$ cat config.mk
export PLATFORM = sky130hd
export DESIGN_NAME = fwd_sel_unit
export DESIGN_NICKNAME = d
export VERILOG_FILES = /design/src/rtl/fwd_sel_unit.sv
export SDC_FILE = /design/constraint.sdc
export NUM_CORES = 1
export LEC_CHECK = 0
export ABC_AREA = 1
export CORE_MARGIN = 3
export CORE_UTILIZATION = 24
export CTS_BUF_LIST = sky130_fd_sc_hd__clkbuf_4
export DETAILED_ROUTE_END_ITERATION = 12
export SYNTH_ARGS = -nofsm -noshare
export SYNTH_HDL_FRONTEND = slang
export SYNTH_SLANG_ARGS = --single-unit
$ cat constraint.sdc
create_clock -name clk -period 2.1 [get_ports clk]
set_input_delay 0.42 -clock clk [delete_from_list [all_inputs] [get_ports clk]]
set_output_delay 0.42 -clock clk [all_outputs]
set_load 0.1 [all_outputs]
$ cat src/rtl/fwd_sel_unit.sv
// Purpose: operand-forwarding select generator with a shift-register scoreboard of in-flight destination registers.
// Latency: selects, operand values and stall are combinational from the scoreboard and the issue-point inputs (0 cycles).
// Backpressure: stall holds the issuing instruction on a load-use hazard; advance=0 freezes the scoreboard.
module fwd_sel_unit #(
    parameter int XLEN       = 32,
    parameter int DEPTH      = 3,
    parameter int NSRC       = 2,
    parameter int LOAD_READY = 2
) (
    input  logic                                clk,
    input  logic                                rst,
    input  logic                                advance,
    input  logic                                flush,
    input  logic                                issue_valid,
    input  logic                                issue_we,
    input  logic                                issue_is_load,
    input  logic [4:0]                          issue_rd,
    input  logic [NSRC*5-1:0]                   issue_rs,
    input  logic [NSRC*XLEN-1:0]                rf_data,
    input  logic [DEPTH*XLEN-1:0]               slot_data,
    output logic [NSRC*$clog2(DEPTH+1)-1:0]     fwd_sel,
    output logic [NSRC*XLEN-1:0]                op_val,
    output logic                                stall
);

    localparam int SELW = $clog2(DEPTH+1);

    typedef struct packed {
        logic       vld;
        logic [4:0] rd;
        logic       is_load;
    } slot_t;

    // r_slot[0] is slot 1 (youngest producer), r_slot[DEPTH-1] is the oldest
    slot_t           r_slot [DEPTH];
    logic [NSRC-1:0] w_haz;
    slot_t           w_new;

    // Per-source match: scan oldest to youngest so the youngest producer's select, data and load status win
    always_comb begin
        fwd_sel = '0;
        op_val  = '0;
        w_haz   = '0;
        for (int s = 0; s < NSRC; s++) begin
            op_val[s*XLEN +: XLEN] = rf_data[s*XLEN +: XLEN];
            for (int k = DEPTH; k >= 1; k--) begin
                if (r_slot[k-1].vld && (r_slot[k-1].rd == issue_rs[s*5 +: 5]) &&
                    (issue_rs[s*5 +: 5] != 5'd0)) begin
                    fwd_sel[s*SELW +: SELW] = SELW'(k);
                    op_val[s*XLEN +: XLEN]  = slot_data[(k-1)*XLEN +: XLEN];
                    // a younger non-load match clears any hazard seen from an older load
                    w_haz[s] = r_slot[k-1].is_load && (k < LOAD_READY);
                end
            end
            // x0 always reads as zero, whatever the register file returns
            if (issue_rs[s*5 +: 5] == 5'd0) begin
                op_val[s*XLEN +: XLEN] = '0;
            end
        end
    end

    // Stall and slot-1 insertion: flush suppresses both; a stalled or non-writing instruction enters as a bubble
    always_comb begin
        stall = issue_valid && !flush && (|w_haz);
        w_new = '0;
        if (issue_valid && issue_we && (issue_rd != 5'd0) && !stall && !flush) begin
            w_new.vld     = 1'b1;
            w_new.rd      = issue_rd;
            w_new.is_load = issue_is_load;
        end
    end

    // Scoreboard shift: reset clears every slot, otherwise shift one stage per advance and retire the oldest
    always_ff @(posedge clk) begin
        if (!rst) begin
            for (int k = 0; k < DEPTH; k++) begin
                r_slot[k] <= '0;
            end
        end else if (advance) begin
            for (int k = DEPTH-1; k >= 1; k--) begin
                r_slot[k] <= r_slot[k-1];
            end
            r_slot[0] <= w_new;
        end
    end

endmodule
After elaboration in Yosys (flattened, before gate mapping)
Memories as Yosys holds them, arrays and structs flattened.
Cells that the tools add are included.
{ "classes": {"addsub": 0, "multipliers": 0, "div_mod_pow": 0, "n_lt_le_gt_ge": 0, "eq_ne": 6, "n_shift": 0, "muxes": 24, "bitwise_logic": 3, "reduce_logical": 26} }
{ "ops": {"columns": ["cell", "n"], "rows": [
  ["2-to-1 mux 32 bit", 8],
  ["equality test 5 bit", 6],
  ["2-to-1 mux 7 bit", 4],
  ["logical AND 1 bit", 18],
  ["nonzero test 5 bit", 3],
  ["2-to-1 mux 2 bit", 6],
  ["logical NOT 5 bit", 2],
  ["2-to-1 mux 1 bit", 6],
  ["bitwise OR 1 bit", 3],
  ["logical NOT 1 bit", 2],
  ["OR reduction 2 bit", 1]
]} }
{ "word_totals": {"reg_bits": 0, "latchBits": 0, "ramBits": 21, "rom_bits": 0, "inputBits": 182, "output_inout_bits": 69, "elab_cells": 60, "memories": 1} }
{ "mem_list": {"columns": ["name", "words", "word_bits", "read_ports", "rd_clocked_by_memory_dff", "wr", "line_no", "text"], "rows": [
  ["r_slot", 3, 7, 3, 0, 3, "35", "slot_t r_slot [DEPTH];"]
]} }

Longest topological paths before layout
Gate-level depths: netlist of run 1.
{ "logic_depth": {"depth_word": 11, "mapped_depth": 13, "depth_no_buf": 12} }

Least setup slack after synthesis of run 1
Ideal clock, no wire load.
{ "synth_path": {"path_kind": "input-to-output", "from": "input port issue_rs[6]", "to": "output port fwd_sel[2]", "t_arrival_ns": 3.273, "setup_slack_ns": -1.593, "cell_stages": 8, "path_buffers": 1, "path_cell_list": "nor2_1 -> nand3_4 -> inv_4 -> nor2_8 -> nand2_4 -> inv_2 -> buf_4 -> o21ai_0"} }
{ "synth_between": {"elab_chain_len": 6, "elab_cells_between_ends": 13} }
{ "synth_lines": {"columns": ["element", "line_no", "text"], "rows": [
  ["from (decl)", "18", "input logic [NSRC*5-1:0] issue_rs,"],
  ["equality test 5 bit", "47", "if (r_slot[k-1].vld && (r_slot[k-1].rd == issue_rs[s*5 +: 5]) &&"],
  ["logical AND 1 bit (2 in series)", "47", null],
  ["2-to-1 mux 2 bit (2 in series)", "47", null],
  ["2-to-1 mux 2 bit *", "47", null],
  ["to (decl)", "21", "output logic [NSRC*$clog2(DEPTH+1)-1:0] fwd_sel,"]
]} }
Mark *: on every way between the ends. The rest lies on a longest branch, timed or not.

==> summary.txt, run 1 <==
Synth
  – Yosys warning count: 0
  – Synth unique cells: 33
  – Cells after Synth: roughly 800
  – Synthesized flop and latch total: 19
  – Synth Net Count: 981
  – Syn Area/Cell: 5.25 µm²
  – Mapped Area: 0.00419 mm²
  – Seq/Total Area, Yosys: 13.6%

Critical path
  – Crit-path leading delay family: simple AND/OR/NAND/NOR gates
  – Critical path class: reg -> out
  – Crit-path max FO: 14
  – Worst r2r src: r_slot[0][2]
  – Data arrival, critical path: ~2.2 ns
  – Critical R2R Capture: r_slot[0][1]
  – Slowest cell delay on critical path: 0.44 ns
  – Reg2Reg Setup Slack: 0.06 ns
  – Startpoint types: register
  – Critical Path Most Common Cell: nor2_4
  – Cell Chain, Critical Path: buf_6 > xnor2_4 > nand2_2 > nor2_4 > nand2_8 > buf_12 > nand3_1 > nand2_1 > nor2_4 > nor2_4 > buf_12
  – Worst-case reg-to-reg path depth: 11
  – CP required: ~1.7 ns
  – Critical Path End Type: output port
  – CP max stage cell: edfxtp_1
  – Buf/Inv on CP: 3

STA
  – Min cycle time layout: 2.65 ns
  – Setup WS post-layout: -0.547 ns
  – Slew headroom: 68.4%
  – Post-route clock period utilization: 126%
  – Final setup fails: 69
  – Final Hold Viols: 0
  – Hold Slack: 0.651 ns
  – Worst slew pin tran: 0.471 ns
  – Slew Limit Fails: 0
  – Unrepaired setup endpoints after global routing: yes
  – Worst Skew: 0.00927 ns
  – Maximum clock frequency: approximately 380 MHz

Place
  – # port buffers: 250
  – GP Congestion: 0.923
  – Pre-CTS setup slack: -0.842 ns
  – HPWL Detailed: 17200 µm
  – DP Cell Count: roughly 1300

CTS
  – Clock slew at reported path FFs: ~0.1 ns
  – TritonCTS clock tree: built
  – Worst-Skew Late Latency: 0.29 ns
  – Max clock buf depth: 2
  – Total CTS buffers: 3
  – Hold buffers post-CTS: 0
  – H-tree levels: 1
  – CTS root buf: clkbuf_4
  – CTS Sinks: 19

Cells and area
  – Finished Core Util: 68.8%
  – Share of cells above drive strength 1: around 55%
  – Largest register by flop count: r_slot
  – Commonest non-fill, non-tap cell in the layout: clkdlybuf4s50_1
  – Largest register FFs: 19
  – Antenna diode count: 0
  – Post-Layout Cell Count: 1381
  – P&R area growth vs syn: 176%
  – Top flop regs: r_slot: 19 flops
  – FILL cells: around 1300
  – Most frequent cells in the layout: clkdlybuf4s50_1, nand2_1, nor2_4
  – Fin nets: 1344

Floorplanning
  – I/O pin total: 251
  – Die ar.: 0.0191 mm²
  – Core Footprint: between 0.015 and 0.02 mm²
  – Core Rows: 47
  – Initial Utilization: between 20 and 25%
  – Chip width: 138 µm
  – DIE HEIGHT: 138 µm

Global routing
  – Grt total ovfl: 0
  – Global-route wire length before repair: 40400 µm
  – GRT Total Usage: 26.4%
  – Largest net degree at the start of global routing: 31
  – Vias in the first global route: 7212
  – Initial antenna violation count: 0

Route
  – Vias per inst: around 5.3
  – DR DRC count: 0
  – Via count: 7301
  – Post-route ant nets: 0
  – DR WL/cell: between 20 and 25 µm
  – Iter 0 DRT Violations: 515
  – Final WL: 28900 µm
  – DRT Pass-1 Iters: 5

Power
  – IR drop worst, VDD: 0.000322 V
  – Leakage: about 5.2 nW
  – PnR Total Power: 3.23 mW
  – P per Cell Area: 279 mW/mm²

Run status
  – Outcome: finished with violations
  – Failing checks: negative setup slack

Min path
  – Hold path cells: 2
  – Worst min path class: reg -> reg
  – Hold Path Sink: r_slot[0][10]
  – Worst hold start: r_slot[0][3]

Flow run
  – Max-cap violations: 0
[cells in the mapped netlist (all sizes together)]
| library cell | instances | area [µm²] |
|---|---|---|
| nor3 | 2 | 15.0 |
| nand2 | 238 | 903 |
| o21ai | 66 | 330 |
| clkinv | 1 | 3.75 |
| o22ai | 3 | 18.8 |
| and2 | 1 | 6.26 |
| inv | 45 | 171 |
| buf | 43 | 309 |
| a21boi | 1 | 7.51 |
| a21oi | 3 | 15.0 |
| xor2 | 1 | 8.76 |
| a31oi | 1 | 6.26 |
| nand4 | 2 | 12.5 |
| nor2 | 172 | 694 |
| o21a | 1 | 7.51 |
| edfxtp | 19 | 571 |
| xnor2 | 1 | 8.76 |
| nand3 | 186 | 1050 |
| clkbuf | 13 | 48.8 |
[area by class of cell]
| cell class | instances | area (µm²) | area share [%] |
|---|---|---|---|
| multi-input cells | 679 | 5060 | 43.8 |
| inverters | 46 | 193 | 1.67 |
| clock inverters | 1 | 5.00 | 0.0433 |
| well taps | 220 | 275 | 2.38 |
| repair buffers | 413 | 5440 | 47.0 |
| clock buffers | 3 | 22.5 | 0.195 |
| flip-flops and latches | 19 | 571 | 4.93 |
[per-layer routing]
layer	vias up	global-route usage (%)	routed length [µm]
met5	-	0	0
met4	0	9.98	1500
met3	108	4.87	2310
met2	402	44.9	13900
met1	3435	33.2	11200
li1	3356	-	-
[report_power, final]
group	internal, mW	total [mW]	leakage [nW]	switching (mW)
registers	0.440	0.463	0.210	0.0232
clock network	0.0707	0.180	0.0177	0.110
logic	1.10	2.59	5.01	1.48
[worst max-delay path by stage]
stage	slack [ns]	end	startpoint	depth (start not counted)
after floorplan	-0.13	op_val[63]	issue_rs[9]	11
after global placement	-0.85	op_val[0]	issue_rs[3]	11
after detailed placement	-0.84	op_val[0]	issue_rs[3]	11
after CTS	-0.50	op_val[55]	r_slot[0][10]	10
after global routing	-0.68	op_val[34]	r_slot[0][18]	12
final	-0.55	op_val[34]	r_slot[0][10]	11
[worst reg2reg max path: cells and delay by family (launching register included)]
kind                   cells  cell delay (ns)
buffers and inverters      3             0.46
DFF                        1             0.52
and+or+nand+nor            8             0.82
[stage by stage]
stage	cell area, µm²	TNS (ns)
2_1_floorplan	5010	-5.43
6_report	11600	-32.91
3_5_place_dp	9000	-55.62
3_3_place_gp	9000	-54.60
5_1_grt	11600	-40.64
4_1_cts	10600	-31.07
[cells by family after synthesis]
family	Yosys count	share of synthesized area, %
flip-flops	19	13.6
buffers and inverters	102	12.7
AND/OR/NAND/NOR	601	64.1
XOR/XNOR	2	0.418
AO/OA/AOI/OAI	75	9.19
[what timing repair did]
action                                  in CTS  in global routing
pin swaps                                   85                 92
resized for setup                          242                208
endpoints found under the setup margin      76                 76
buffers inserted                            32                 14
gates cloned                                23                  9
No activity file was read; power rests on OpenSTA's default activity.
==> run 2, diff against run 1 <==
MAX_ROUTING_LAYER = met4   (was not set)
SLEW_MARGIN = 20   (was not set)
==> summary.txt, run 2 (synthesis gave the netlist of run 1 again) <==
CTS
  – CTS root buf: clkbuf_4
  – Clock slew at reported path FFs: 0.11 ns (about the same)
  – Max clock buf depth: 2 (unchanged)
  – TritonCTS clock tree: built
  – CTS Sinks: 19 (unchanged)
  – Worst-Skew Late Latency: 0.29 ns (about the same)
  – Total CTS buffers: 3 (unchanged)
  – H-tree levels: 1 (unchanged)

STA
  – Setup WS post-layout: -0.479 ns (+0.0685 ns)
  – Min cycle time layout: 2.58 ns (-0.0685 ns)
  – Hold Slack: 0.641 ns (-0.00949 ns)
  – Final Hold Viols: 0 (unchanged)
  – Worst slew pin tran: 0.401 ns (-0.0705 ns)
  – Final setup fails: 70 (+1.4%)
  – Slew headroom: 73.2% (+4.8 points)
  – Post-route clock period utilization: 123% (-3.3 points)
  – Maximum clock frequency: 388 MHz (+2.7%)
  – Unrepaired setup endpoints after global routing: yes
  – Slew Limit Fails: 0 (unchanged)
  – Worst Skew: 0.00655 ns (-0.00272 ns)

Power
  – IR drop worst, VDD: 0.000261 V (-19%)
  – Leakage: 4.80 nW (-8.3%)
  – PnR Total Power: 3.07 mW (-5.1%)
  – P per Cell Area: 296 mW/mm² (+6.0%)

Critical path
  – Startpoint types: register
  – Critical path class: reg -> out
  – Crit-path leading delay family: simple AND/OR/NAND/NOR gates
  – Critical Path End Type: output port
  – CP required: 1.68 ns (about the same)
  – Reg2Reg Setup Slack: -0.37 ns (-0.43 ns)
  – Crit-path max FO: 18 (+4)
  – Worst r2r src: r_slot[0][10]
  – Critical R2R Capture: r_slot[0][17]
  – CP max stage cell: edfxtp_1
  – Cell Chain, Critical Path: inv_2 > buf_4 > nand2_1 > nand2_1 > nand2_1 > nor2_1 > nand2_2 > buf_12 > nand3_2 > nand2_1 > nor2_2 > nor2_4 > buf_12
  – Data arrival, critical path: 2.16 ns (-0.07 ns)
  – Buf/Inv on CP: 4 (+1)
  – Worst-case reg-to-reg path depth: 18 (+7)
  – Slowest cell delay on critical path: 0.50 ns (+0.06 ns)
  – Critical Path Most Common Cell: nand2_1

Global routing
  – Initial antenna violation count: 0 (unchanged)
  – GRT Total Usage: 23.7% (-2.6 points)
  – Largest net degree at the start of global routing: 38 (+23%)
  – Global-route wire length before repair: 36100 µm (-11%)
  – Vias in the first global route: 6404 (-11%)
  – Grt total ovfl: 0 (unchanged)

Floorplanning
  – I/O pin total: 251 (unchanged)
  – Die ar.: 0.0191 mm² (unchanged)
  – Initial Utilization: 24.9% (unchanged)
  – Core Footprint: 0.0168 mm² (unchanged)
  – Chip width: 138 µm (unchanged)
  – Core Rows: 47 (unchanged)
  – DIE HEIGHT: 138 µm (unchanged)

Route
  – Via count: 6656 (-8.8%)
  – DR WL/cell: 17.9 µm (-14%)
  – Final WL: 24200 µm (-16%)
  – DR DRC count: 0 (unchanged)
  – Post-route ant nets: 0 (unchanged)
  – Vias per inst: 4.93 (-6.7%)
  – DRT Pass-1 Iters: 5 (unchanged)
  – Iter 0 DRT Violations: 297 (-42%)

Cells and area
  – P&R area growth vs syn: 147%
  – Most frequent cells in the layout: nand2_1, clkdlybuf4s50_1, nand3_1
  – Fin nets: 1312 (-2.4%)
  – Largest register FFs: 19 (unchanged)
  – Commonest non-fill, non-tap cell in the layout: nand2_1
  – Share of cells above drive strength 1: 47.4% (-8.1 points)
  – Fin area: 0.0104 mm² (-10%)
  – Top flop regs: r_slot: 19 flops
  – Finished Core Util: 61.6% (-7.2 points)
  – Largest register by flop count: r_slot
  – Antenna diode count: 0 (unchanged)

Min path
  – Worst hold start: r_slot[0][3]
  – Hold Path Sink: r_slot[0][10]
  – Worst min path class: reg -> reg
  – Hold path cells: 2 (unchanged)

Flow run
  – Max-cap violations: 0 (unchanged)

Place
  – Post-Place Cell Area: 0.00902 mm² (+0.22%)
  – # port buffers: 250 (unchanged)
  – GP Congestion: 0.955 (+3.5%)
  – HPWL Detailed: 17200 µm (-0.18%)
  – Pre-CTS setup slack: -0.826 ns (+0.0161 ns)

Run status
  – Failing checks: negative setup slack
  – Outcome: finished with violations
run 2: repair_timing:
item	in CTS	in global routing
buffers inserted	23	6
cloned	3	8
hold buffers	0	0
gates resized for setup	150	118
pin swaps	55	58
endpoints found under the setup margin	76	72
run 2: how the worst max path moves through the flow:
stage             startpoint    endpoint  slack [ns]  cells past startpoint
2_1_floorplan    issue_rs[9]  op_val[63]       -0.13                     11
4_1_cts        r_slot[0][10]   op_val[8]       -0.45                     13
6_report       r_slot[0][19]  op_val[58]       -0.48                     13
3_3_place_gp     issue_rs[3]   op_val[1]       -0.83                     11
5_1_grt        r_slot[0][19]  op_val[58]       -0.61                     13
3_5_place_dp     issue_rs[3]   op_val[0]       -0.83                     11
run 2: worst register-to-register path, delay by kind of cell, from the launching register on:
kind                   cells  cell delay (ns)
AND/OR/NAND/NOR            1             0.07
flip-flops                 1             0.43
buffers and inverters     17             1.82
run 2: area by class of cell:
type                            count  area [µm²]
Tap cell                          220         275
Clock buffer                        3        22.5
Clock inverter                      1        5.00
Multi-Input combinational cell    678        4540
Sequential cell                    19         571
Inverter                           46         185
Timing Repair Buffer              382        4760
Fill cell                        1502        6460
run 2: routing by layer:
layer / vias to the layer above / routed length, µm / part of all wire, % / track usage [%]
met4: 0 / 669 / 2.8 / 5.77
met5: - / 0 / 0 / -
met3: 42 / 1720 / 7.1 / 4.28
li1: 3273 / - / - / -
met2: 276 / 11600 / 48 / 39.3
met1: 3065 / 10200 / 42 / 30.1
run 2: metrics by stage:
step	TNS, ns	cells
after detailed placement	-53.61	1309
after global placement	-52.59	1309
final	-29.51	1349
after floorplan	-5.43	799
after global routing	-38.35	1349
after CTS	-28.15	1336
run 2: report_power, final:
part	leakage, nW	total [mW]	internal (mW)	switching (mW)
clock	0.0177	0.179	0.0708	0.108
sequential	0.210	0.461	0.440	0.0210
combinational	4.57	2.43	1.03	1.39
